**config.mk**
```make
export PLATFORM = sky130hd
export DESIGN_NAME = addr_router
export DESIGN_NICKNAME = d
export VERILOG_FILES = /design/src/rtl/addr_map_pkg.sv /design/src/rtl/region_match.sv /design/src/rtl/addr_router.sv
export SDC_FILE = /design/constraint.sdc
export NUM_CORES = 1
export LEC_CHECK = 0
export ABC_AREA = 1
export CAP_MARGIN = 10
export CORE_MARGIN = 2
export CORE_UTILIZATION = 30
export DETAILED_ROUTE_END_ITERATION = 8
export SYNTH_ARGS = -nofsm -noshare
export SYNTH_HDL_FRONTEND = slang
export SYNTH_SLANG_ARGS = --single-unit
```
**constraint.sdc**
```tcl
create_clock -name clk -period 4.2 [get_ports clk]
set_clock_uncertainty 0.05 [all_clocks]
set_input_delay 0.42 -clock clk [delete_from_list [all_inputs] [get_ports clk]]
set_output_delay 0.42 -clock clk [all_outputs]
set_load 0.005 [all_outputs]
```
**src/rtl/addr_map_pkg.sv**
```systemverilog
// Shared definitions for the address router: FSM states, default ROM/RAM map
// and the data value returned on error responses.
package addr_map_pkg;

  typedef enum logic [1:0] {
    ST_IDLE   = 2'd0,
    ST_DECODE = 2'd1,
    ST_ACCESS = 2'd2,
    ST_RESP   = 2'd3
  } state_e;

  localparam logic [31:0] ROM_BASE = 32'h0000_0000;
  localparam logic [31:0] RAM_BASE = 32'h0020_0000;
  localparam logic [4:0]  ROM_LOG2 = 5'd20;
  localparam logic [4:0]  RAM_LOG2 = 5'd23;
  localparam logic [31:0] ERR_DATA = 32'h0000_0000;

endpackage

```
**src/rtl/region_match.sv**
```systemverilog
// Combinational hit/offset test of one address against one power-of-two region.
module region_match #(
  parameter int unsigned ADDR_W = 32
) (
  input  logic [ADDR_W-1:0] addr,
  input  logic [ADDR_W-1:0] base,
  input  logic [4:0]        log2,
  output logic              hit,
  output logic [ADDR_W-1:0] offset
);

  logic [ADDR_W-1:0] diff;
  logic [ADDR_W-1:0] ones;
  logic [ADDR_W-1:0] mask;

  // Wrapping subtraction: addresses below base become huge and fail the mask test.
  always_comb begin
    ones   = '1;
    diff   = addr - base;
    mask   = ~(ones << log2);
    hit    = ((diff & ~mask) == '0);
    offset = diff & mask;
  end

endmodule

```
**src/rtl/addr_router.sv**
```systemverilog
// Single-outstanding address router: decodes a master request into one of
// NUM_REGIONS targets, waits for ack or timeout, then returns a response.
module addr_router
  import addr_map_pkg::*;
#(
  parameter int unsigned ADDR_W      = 32,
  parameter int unsigned DATA_W      = 32,
  parameter int unsigned NUM_REGIONS = 2,
  parameter logic [NUM_REGIONS*ADDR_W-1:0] REGION_BASE = {RAM_BASE, ROM_BASE},
  parameter logic [NUM_REGIONS*5-1:0]      REGION_LOG2 = {RAM_LOG2, ROM_LOG2},
  parameter int unsigned TIMEOUT     = 255
) (
  input  logic                          clk,
  input  logic                          rst_n,
  input  logic                          req_valid,
  output logic                          req_ready,
  input  logic [ADDR_W-1:0]             req_addr,
  input  logic                          req_we,
  input  logic [DATA_W-1:0]             req_wdata,
  output logic [NUM_REGIONS-1:0]        tgt_valid,
  output logic [ADDR_W-1:0]             tgt_addr,
  output logic                          tgt_we,
  output logic [DATA_W-1:0]             tgt_wdata,
  input  logic [NUM_REGIONS-1:0]        tgt_ack,
  input  logic [NUM_REGIONS*DATA_W-1:0] tgt_rdata,
  output logic                          rsp_valid,
  input  logic                          rsp_ready,
  output logic [DATA_W-1:0]             rsp_rdata,
  output logic                          rsp_err
);

  state_e                   state_q, state_d;
  logic [ADDR_W-1:0]        addr_q, addr_d;
  logic                     we_q, we_d;
  logic [DATA_W-1:0]        wdata_q, wdata_d;
  logic [NUM_REGIONS-1:0]   sel_q, sel_d;
  logic [ADDR_W-1:0]        tgt_addr_q, tgt_addr_d;
  logic [DATA_W-1:0]        rdata_q, rdata_d;
  logic                     err_q, err_d;
  logic [15:0]              cnt_q, cnt_d;

  logic [NUM_REGIONS-1:0]   hit;
  logic [ADDR_W-1:0]        offs [NUM_REGIONS];
  logic [NUM_REGIONS-1:0]   ack_sel;
  logic [DATA_W-1:0]        ack_data;
  logic                     found;

  for (genvar g = 0; g < NUM_REGIONS; g++) begin : g_match
    region_match #(.ADDR_W(ADDR_W)) u_match (
      .addr   (addr_q),
      .base   (REGION_BASE[g*ADDR_W +: ADDR_W]),
      .log2   (REGION_LOG2[g*5 +: 5]),
      .hit    (hit[g]),
      .offset (offs[g])
    );
  end

  always_comb begin
    state_d    = state_q;
    addr_d     = addr_q;
    we_d       = we_q;
    wdata_d    = wdata_q;
    sel_d      = sel_q;
    tgt_addr_d = tgt_addr_q;
    rdata_d    = rdata_q;
    err_d      = err_q;
    cnt_d      = cnt_q;
    found      = 1'b0;
    ack_sel    = tgt_ack & sel_q;
    ack_data   = '0;
    for (int unsigned i = 0; i < NUM_REGIONS; i++) begin
      if (ack_sel[i]) ack_data = ack_data | tgt_rdata[i*DATA_W +: DATA_W];
    end

    unique case (state_q)
      ST_IDLE: begin
        if (req_valid) begin
          addr_d  = req_addr;
          we_d    = req_we;
          wdata_d = req_wdata;
          state_d = ST_DECODE;
        end
      end
      ST_DECODE: begin
        sel_d      = '0;
        tgt_addr_d = '0;
        // Lowest-index hit wins when regions overlap.
        for (int unsigned i = 0; i < NUM_REGIONS; i++) begin
          if (hit[i] && !found) begin
            found      = 1'b1;
            sel_d[i]   = 1'b1;
            tgt_addr_d = offs[i];
          end
        end
        if (found) begin
          cnt_d   = '0;
          state_d = ST_ACCESS;
        end else begin
          err_d   = 1'b1;
          rdata_d = DATA_W'(ERR_DATA);
          state_d = ST_RESP;
        end
      end
      ST_ACCESS: begin
        if (|ack_sel) begin
          rdata_d = we_q ? DATA_W'(ERR_DATA) : ack_data;
          err_d   = 1'b0;
          state_d = ST_RESP;
        end else if (cnt_q == 16'(TIMEOUT - 1)) begin
          err_d   = 1'b1;
          rdata_d = DATA_W'(ERR_DATA);
          state_d = ST_RESP;
        end else begin
          cnt_d = cnt_q + 16'd1;
        end
      end
      ST_RESP: begin
        if (rsp_ready) state_d = ST_IDLE;
      end
      default: state_d = ST_IDLE;
    endcase
  end

  always_ff @(posedge clk or negedge rst_n) begin
    if (!rst_n) begin
      state_q    <= ST_IDLE;
      addr_q     <= '0;
      we_q       <= 1'b0;
      wdata_q    <= '0;
      sel_q      <= '0;
      tgt_addr_q <= '0;
      rdata_q    <= '0;
      err_q      <= 1'b0;
      cnt_q      <= '0;
    end else begin
      state_q    <= state_d;
      addr_q     <= addr_d;
      we_q       <= we_d;
      wdata_q    <= wdata_d;
      sel_q      <= sel_d;
      tgt_addr_q <= tgt_addr_d;
      rdata_q    <= rdata_d;
      err_q      <= err_d;
      cnt_q      <= cnt_d;
    end
  end

  always_comb begin
    req_ready = (state_q == ST_IDLE);
    tgt_valid = (state_q == ST_ACCESS) ? sel_q : '0;
    tgt_addr  = tgt_addr_q;
    tgt_we    = we_q;
    tgt_wdata = wdata_q;
    rsp_valid = (state_q == ST_RESP);
    rsp_rdata = rdata_q;
    rsp_err   = err_q;
  end

endmodule

```
==> results.md, run 1 <==
- Reg2reg end: rsp_rdata[13]
- Wire per inst: 15.3 µm
- Syn Inst Count: 750
- Post-route minimum period: 2.88 ns
- Req. time, crit path: 4.45 ns
- Area delta synth->final: 45.5%
- Startpoint Class: register
- CP endpoint kind: register
- Worst-margin pin slew: 0.965 ns
- Initial antenna violation count: 0
- First-pass GRT wire length: 31.0 mm
- Die height: 154 µm
- Slowest cell on crit path: nand2_2
- Synth area leaders: dfrtp_1 52%, nand3_1 10%, nand2_1 9.8%
- Drt drc: 0
- Status: completed
- Max incr delay on CP: 0.51 ns
- NumNets Final: 1,099
- Worst-Skew Late Latency: 0.42 ns
- H-tree depth: 4
- Worst slew margin relative to its limit: 35.6%
- Critical path's top delay family: simple AND/OR/NAND/NOR gates
- Synth top area share: 52.1%
- Worst r2r src: state_q[1]
- Die area: 23,800 µm²
- ANT cells: 0
- DP Wirelength: 13.3 mm
- Router iterations before antenna repair: 5
- CTS sink count: 141
- Hold Path Class: in2async
- Antenna Nets Post-Route: 0
- Critical Path, Cell by Cell: inv_1, ha_1, buf_4, clkinv_1, buf_4, a21oi_2, o21ai_4, nand2_2, nand2_4, nand2_1, nand2_1
- Unrepaired setup endpoints after global routing: false
- Vias per Instance: 4.75
- Final instance area: 9860 µm²
- Netlist cell types: 34
- Cell area after synthesis: 6780 µm²
- Max Clk Rate: 347 MHz
- Synth Warn #: 0
- CTS resizes: 0
- Layout cells sized above 1: 12.6%
- Most frequently used flop master after synthesis: dfrtp_1
- Routability Congestion: 0.830
- Port Buffer Count: 227
- Post-synth ARST share: 100%
- Setup TNS: 0 ns
- GRT Overall Usage: 16.3%
- EDFF count, synth: 0
- Num rows: 54
- Leakage: 4.27 nW
- CORE AREA: 22,000 µm²
- Most common cell after layout, fill and taps aside: clkdlybuf4s50_1
- Vias: 5,935
- Via count of the first global-routing pass: 5,894
- Drt total wl: 19.2 mm
- Final setup fails: 0
- Maximum vdd drop: 0.368 mV
- Placed Area: 9220 µm²
- R2r setup slk: 1.32 ns
- Crit path arrival time: 3.13 ns
- Global route total overflow: 0
- CTS Buf Count: 17
- Crit-path max FO: 34
- Largest net degree at the start of global routing: 91
- Setup CP Type: reg2reg
- Register area share after synthesis: 52.1%
- Initial Util: 30.8%
- Most frequent cells in the layout: 226 x clkdlybuf4s50_1, 176 x nand2_1, 141 x dfrtp_1
- Number of hold buffers added after CTS: 0
- Area leader, netlist: dfrtp_1
- PwrDens: 549 nW/µm²
- Final count of hold timing violations: 0
- Die width: 154 µm
- Max_cap viols: 0
- Root buf cell: clkbuf_16
- Synthesized area per cell: 9.04 µm²
- Cells on worst reg2reg path: 11
- DR iter-0 viols: 426
- Slew Limit Fails: 0
- CP bufs+invs: 4
- CTS Buffer Depth: 2
- Synth Register Bits: 141
- I/O pins: 237
- Ratio of final minimum period to clock period: 68.6%
- Post-CTS Setup Inserts: 0
- CTS tree: yes
- Clock-pin slew on the worst setup and hold paths: 0.06 ns
## cell families after synthesis
| group | count (synthesis) | share of synthesized area [%] |
|---|---|---|
| buffers and inverters | 85 | 5.89 |
| AND/OR/NAND/NOR | 382 | 25.1 |
| AO/OA/AOI/OAI | 74 | 5.83 |
| adder cells (fa/ha/maj) | 7 | 1.29 |
| flip-flops | 141 | 52.1 |
| multiplexers | 56 | 9.30 |
| XOR/XNOR | 4 | 0.517 |
| other | 1 | 0.0553 |
## area by class of cell
class                      count  area [µm²]
fill                        2177       12200
inverter                      28         105
clock buffer                  18         439
clock inverter                14         204
multi-input combinational    532        2890
tap                          280         350
sequential                   141        3530
timing repair buffer         237        2350
## layer usage
| metal | vias up | track usage (%) | routed length [µm] |
|---|---|---|---|
| met3 | 18 | 6.78 | 1890 |
| met1 | 2804 | 20.1 | 8130 |
| met4 | 0 | 4.19 | 256 |
| met5 | - | 0 | 0 |
| met2 | 208 | 26.5 | 8880 |
| li1 | 2905 | - | - |
## cells in the mapped netlist (7+ instances only)
master    number
o21ai_1       17
nand3_1      138
buf_4          9
nand2_1      177
inv_1         26
nand4_1        7
or2_2         10
dfrtp_1      141
a21oi_1       43
ha_1           7
nor2_1        30
o21ai_0        9
buf_2         19
clkbuf_1      21
mux2_2        56
nor3_1         7
## sequential cells by signal, summed over array words and instances, names as in the netlist
name / flops
state_q: 2
tgt_wdata: 32
addr_q: 32
tgt_addr: 23
cnt_q: 16
tgt_we: 1
rsp_err: 1
rsp_rdata: 32
sel_q: 2
## worst max path at each step
| stage | slack (ns) | to | cells past startpoint | startpoint |
|---|---|---|---|---|
| 3_3_place_gp | 1.23 | cnt_q[7] | 9 | tgt_ack[0] |
| 2_1_floorplan | 2.33 | addr_q[25] | 6 | state_q[0] |
| 3_5_place_dp | 1.20 | cnt_q[10] | 9 | tgt_ack[0] |
| 4_1_cts | 1.27 | rsp_rdata[13] | 11 | state_q[1] |
| 6_report | 1.32 | rsp_rdata[13] | 11 | state_q[1] |
| 5_1_grt | 1.03 | rsp_rdata[24] | 11 | state_q[1] |
## through the flow
step / instances / power, mW / setup slack [ns] / hold slack [ns] / utilization, %
after floorplan: 758 / 3.04 / 2.33 / 0.0744 / -
after global placement: 1218 / 3.80 / 1.23 / 0.403 / 41.9
after detailed placement: 1218 / 3.82 / 1.20 / 0.408 / 41.9
after CTS: 1250 / 5.51 / 1.27 / 0.0724 / 44.8
after global routing: 1250 / 5.78 / 1.03 / 0.0940 / 44.8
final: 1250 / 5.42 / 1.32 / 0.0263 / 44.8
## where the power goes
group,internal [mW],leakage [nW],switching (mW)
logic,0.887,2.14,0.970
registers,1.72,1.81,0.195
clock network,1.02,0.310,0.628
No activity file was read; power rests on OpenSTA's default activity.
==> inputs of run 2 (changes only) <==
clock period = 2.9 ns   (was 4.2 ns; I/O delays follow)
==> run 2 against run 1 <==
Clock power up 39%. First-iteration DRC count fell by 14%. Cell count grew 0.48%. Critical path type is now reg2out. Via count grew 0.72%. Highest routed layer unchanged. Die area stayed put. Total power increased by 44%.
==> results.md, run 2 (same netlist as run 1, synthesis figures left out) <==
- Vias per Instance: 4.76
- Drt drc: 0
- CTS resizes: 0
- Largest net degree at the start of global routing: 62
- Setup TNS: 0 ns
- Via count of the first global-routing pass: 5,887
- CTS Buffer Depth: 2
- Internal: 5.20 mW
- Setup CP Type: reg2out
- Root buf cell: clkbuf_16
- Num rows: 54
- Area delta synth->final: 46.3%
- Die width: 154 µm
- R2r setup slk: 0.68 ns
- Global route total overflow: 0
- CTS tree: yes
- Max Clk Rate: 441 MHz
- DP Wirelength: 13.6 mm
- Post-Place Cells: 1,223
- ANT cells: 0
- DR iter-0 viols: 366
- Antenna Nets Post-Route: 0
- Crit path arrival time: 1.93 ns
- Unrepaired setup endpoints after global routing: false
- Clock-pin slew on the worst setup and hold paths: 0.07 ns
- Comb pwr share: 35.4%
- Layout cells sized above 1: 12.9%
- Most frequent cells in the layout: 226 x clkdlybuf4s50_1, 176 x nand2_1, 141 x dfrtp_1
- Psw: 2.62 mW
- Final setup fails: 0
- Cells on worst reg2reg path: 13
- Initial antenna violation count: 0
- Crit-path max FO: 9
- Pre-CTS setup slack: 0.666 ns
- Hold Path Class: in2async
- Status: completed
- # fillers: 2,150
- Die height: 154 µm
- CTS sink count: 141
- Final instance area: 9920 µm²
- Layout Cells excl Fill: 1,256
- Initial Util: 30.8%
- Final count of hold timing violations: 0
- Router iterations before antenna repair: 4
- Cell mode on critical path: inv_1
- CTS Buf Count: 17
- Max incr delay on CP: 0.49 ns
- I/O pins: 237
- Vias: 5,978
- Worst r2r src: addr_q[21]
- Core Util, Final: 45.0%
- Most common cell after layout, fill and taps aside: clkdlybuf4s50_1
- WL met1: 8.36 mm
- Wire per inst: 15.5 µm
- Crit path launch: state_q[0]
- Drt total wl: 19.4 mm
- Worst-Skew Late Latency: 0.42 ns
- Leakage: 4.29 nW
- Ratio of final minimum period to clock period: 78.2%
- Worst Slack Setup Final: 0.631 ns
- Worst-margin pin slew: 0.675 ns
- Post-route minimum period: 2.27 ns
- Die area: 23,800 µm²
- Flop pwr share: 35.4%
- Max_cap viols: 0
- Maximum vdd drop: 0.503 mV
- Slew Limit Fails: 0
- Switching share of power: 33.5%
- CP endpoint kind: output pin
- Req. time, crit path: 2.56 ns
- PwrDens: 789 nW/µm²
- Placed Area: 9300 µm²
- GRT Overall Usage: 16.4%
- Post-CTS Setup Inserts: 0
- Routability Congestion: 0.891
- H-tree depth: 4
- Startpoint Class: register
- Clock power share: 29.3%
- Critical Path, Cell by Cell: inv_1, ha_1, buf_4, nand2_1, inv_1, clkdlybuf4s50_1
- Met2 WL: 9.03 mm
- Slowest cell on crit path: clkdlybuf4s50_1
- Met3 WL post-DR: 1.80 mm
- Top Metal Used: met4
- NumNets Final: 1,105
- First-pass GRT wire length: 31.1 mm
- Port Buffer Count: 227
- Worst slew margin relative to its limit: 55.0%
- CORE AREA: 22,000 µm²
[run 2: changes by cell type in the layout (fill, tap and decap cells not counted), sizes merged]
cell / previous run / this run
buf: 11 / 16
bufinv: 4 / 3
clkinvlp: 2 / 3
dlygate4sd3: 0 / 1
[run 2: final cells by class]
| type | instances | area, µm² | area share (%) |
|---|---|---|---|
| clock buffers | 18 | 429 | 4.33 |
| clock inverters | 14 | 181 | 1.83 |
| inverters | 28 | 105 | 1.06 |
| multi-input cells | 532 | 2890 | 29.1 |
| flip-flops and latches | 141 | 3530 | 35.6 |
| well taps | 280 | 350 | 3.53 |
| repair buffers | 243 | 2430 | 24.5 |
[run 2: layer usage]
layer / GRT usage [%] / up-vias
li1: - / 2919
met1: 20.1 / 2836
met2: 26.9 / 206
met3: 6.22 / 17
met4: 4.89 / 0
met5: 0 / -
[run 2: what timing repair did]
action	4_1_cts	5_1_grt
endpoints found under the hold margin	59	0
setup endpoints to repair	0	0
hold buffers	1	0
[run 2: final timing paths]
check                                     end
worst min register to register  rsp_rdata[30]
min in group clk                   addr_q[20]
max in group asynchronous        rsp_rdata[8]
worst max register to register      cnt_q[14]
worst min-delay path               addr_q[16]
worst max-delay path             tgt_valid[1]
[run 2: worst max-delay path: cells and delay by family, from the launching register on]
kind                       cells  cell delay [ns]
and+or+nand+nor                1             0.06
adders and majority gates      1             0.19
DFF                            1             0.41
buffers and inverters          4             0.84
[run 2: per-stage QoR]
step / total power, mW / hold slack [ns]
4_1_cts: 7.96 / 0.369
6_report: 7.82 / 0.370
3_3_place_gp: 5.59 / 0.272
5_1_grt: 8.33 / 0.383
2_1_floorplan: 4.40 / -0.0556
3_5_place_dp: 5.63 / 0.277
[run 2: power by group through the flow]
stage	logic, mW	clock network [mW]	registers (mW)
2_1_floorplan	1.62	0	2.78
3_3_place_gp	2.80	0	2.80
3_5_place_dp	2.82	0	2.81
4_1_cts	2.83	2.36	2.77
5_1_grt	3.04	2.44	2.84
6_report	2.77	2.29	2.77
==> RTL change: new RTL, config.mk and constraints of run 2 <==
`NUM_REGIONS`: 2 -> 4.
--- a/src/rtl/addr_router.sv
+++ b/src/rtl/addr_router.sv
@@ -5,7 +5,7 @@
 #(
   parameter int unsigned ADDR_W      = 32,
   parameter int unsigned DATA_W      = 32,
-  parameter int unsigned NUM_REGIONS = 2,
+  parameter int unsigned NUM_REGIONS = 4,
   parameter logic [NUM_REGIONS*ADDR_W-1:0] REGION_BASE = {RAM_BASE, ROM_BASE},
   parameter logic [NUM_REGIONS*5-1:0]      REGION_LOG2 = {RAM_LOG2, ROM_LOG2},
   parameter int unsigned TIMEOUT     = 255
Interface: changed (resized tgt_ack, tgt_rdata and tgt_valid); port bits go from 237 to 305. No check against the original RTL was run, so the function may have changed too.
==> RTL change against run 2 <==
  * Sequential share of layout area is 3.2 points lower
  * Worst setup slack got worse by 0.31 ns
  * Utilization grew 1.8 points
  * Synthesized area grew 6.9%
  * Synthesized cell count increased by 7.7%
  * Cell area increased by 11%
  * Routed wire length is 20% higher
  * Clock power down 6%
  * Total power down 0.89%
  * Non-clock buffer count is 69 higher
  * Sequential cell count is 2 higher
  * Critical endpoint is now tgt_valid[3]
==> RTL change: results (changes against run 2) <==
first-pass GRT wire length: 37,320 um (was 31,050 um)
largest net degree at the start of global routing: 76 (was 62)
hold buffers post-CTS: 1 (unchanged)
Compound-Gate Fraction of Synth Area: 6.217% (was 5.833%)
Clock group: 2160 uW (was 2290 uW)
Seq/Total Area, Yosys: 49.39% (was 52.06%)
CP max FO: 14 (was 9)
Wirelength per Cell: 16.42 um (was 15.46 um)
internal power: 5081 uW (was 5201 uW)
Post-DP Area: 10,460 um2 (was 9295 um2)
H-tree Lvls: 4 (unchanged)
gpl congestion: 0.8293 (was 0.8908)
Metal-1 WL: 10,290 um (was 8355 um)
post-cts gate resize count: 0 (unchanged)
met3 routed WL: 1658 um (was 1800 um)
synth cell count leaders: nand2_1, dfrtp_1, nand3_1, mux2_2, a41oi_1 (was nand2_1, dfrtp_1, nand3_1, mux2_2, a21oi_1)
largest cells by area after synthesis: dfrtp_1, nand2_1, mux2_2 (was dfrtp_1, nand3_1, nand2_1)
met2 GRT Util: 29.88% (was 26.91%)
peak supply drop: 506.9 uV (was 503.3 uV)
slowest cell on the critical path: clkdlybuf4s50_1 (unchanged)
Detailed Place HPWL: 17,020 um (was 13,600 um)
final net count: 1,293 (was 1,105)
Synth cell types: 37 (was 34)
GRT met1 Usage: 24.03% (was 20.11%)
mux cell area share after synthesis: 9.325% (was 9.304%)
Leak: 0.004601 uW (was 0.004289 uW)
status: finished clean (unchanged)
met3 usage: 5.679% (was 6.220%)
routed vias: 6,612 (was 5,978)
Adder-Cell Fraction of Synth Area: 1.209% (was 1.292%)
Met2 Wirelength: 11,070 um (was 9028 um)
Worst-Margin Slew: 0.5538 ns (was 0.6753 ns)
fillers: 2,285 (was 2,150)
DR iter-0 viols: 491 (was 366)
critical path arrival: 2.24 ns (was 1.93 ns)
Port Buf Inserts: 295 (was 227)
Synth Area in XOR/XNOR: 0.9670% (was 0.5169%)
GRT Total Usage: 18.37% (was 16.38%)
layout cells sized above 1: 12.30% (was 12.91%)
vias in the first global route: 6,680 (was 5,887)
CP peak stage delay: 0.55 ns (was 0.49 ns)
-- RTL change: changes by cell type in the layout (fill, tap and decap cells not counted), sizes merged, moves of 4 or more --
cell                  run 2  this run
clkdlybuf4s50           226       294
a21oi                    44         7
mux2                     56        60
nand2                   182       240
inv                      33        39
o21ai                    27        22
a41oi                     0        32
-- RTL change: final cells by class --
cell class                      instances  area [um2]  area share [%]
Clock buffer                           17       425.4           3.849
Clock inverter                         15       161.4           1.460
Inverter                               30       112.6           1.019
Multi-Input combinational cell        581        3254           29.44
Sequential cell                       143        3578           32.37
Tap cell                              319       399.1           3.611
Timing Repair Buffer                  312        3122           28.24
-- RTL change: per-stage QoR --
stage / setup slack, ns / cells / hold slack (ns) / total power, uW
6_report: 0.3222 / 1417 / 0.3146 / 7754
4_1_cts: 0.3330 / 1417 / 0.3191 / 7869
5_1_grt: 0.2445 / 1417 / 0.3421 / 8258
2_1_floorplan: 1.156 / 816 / -0.05559 / 4475
3_3_place_gp: 0.6302 / 1384 / 0.2089 / 5622
3_5_place_dp: 0.5542 / 1384 / 0.2086 / 5673
-- RTL change: path summary, 6_finish.rpt --
kind	start	end	slack, ns	cells past startpoint
hold / removal	rst_n	tgt_wdata[6]	0.31	2
hold reg to reg	rsp_rdata[29]	rsp_rdata[29]	0.42	2
min in group clk	req_addr[20]	addr_q[20]	0.40	3
setup reg to reg	state_q[0]	rsp_rdata[7]	0.65	8
setup / recovery	state_q[0]	tgt_valid[3]	0.32	6
max in group asynchronous	rst_n	tgt_addr[6]	1.73	3
-- RTL change: kinds of logic (layout without fill, tap and decap cells) --
group                      Yosys count  count (layout)
AOI/OAI and AO/OA                   64              64
xor gates and xnor gates             8               8
adders and majority gates            7               7
buffers and inverters               92             374
DFF                                143             143
muxes                               60              60
other                                1               9
and+or+nand+nor                    433             433
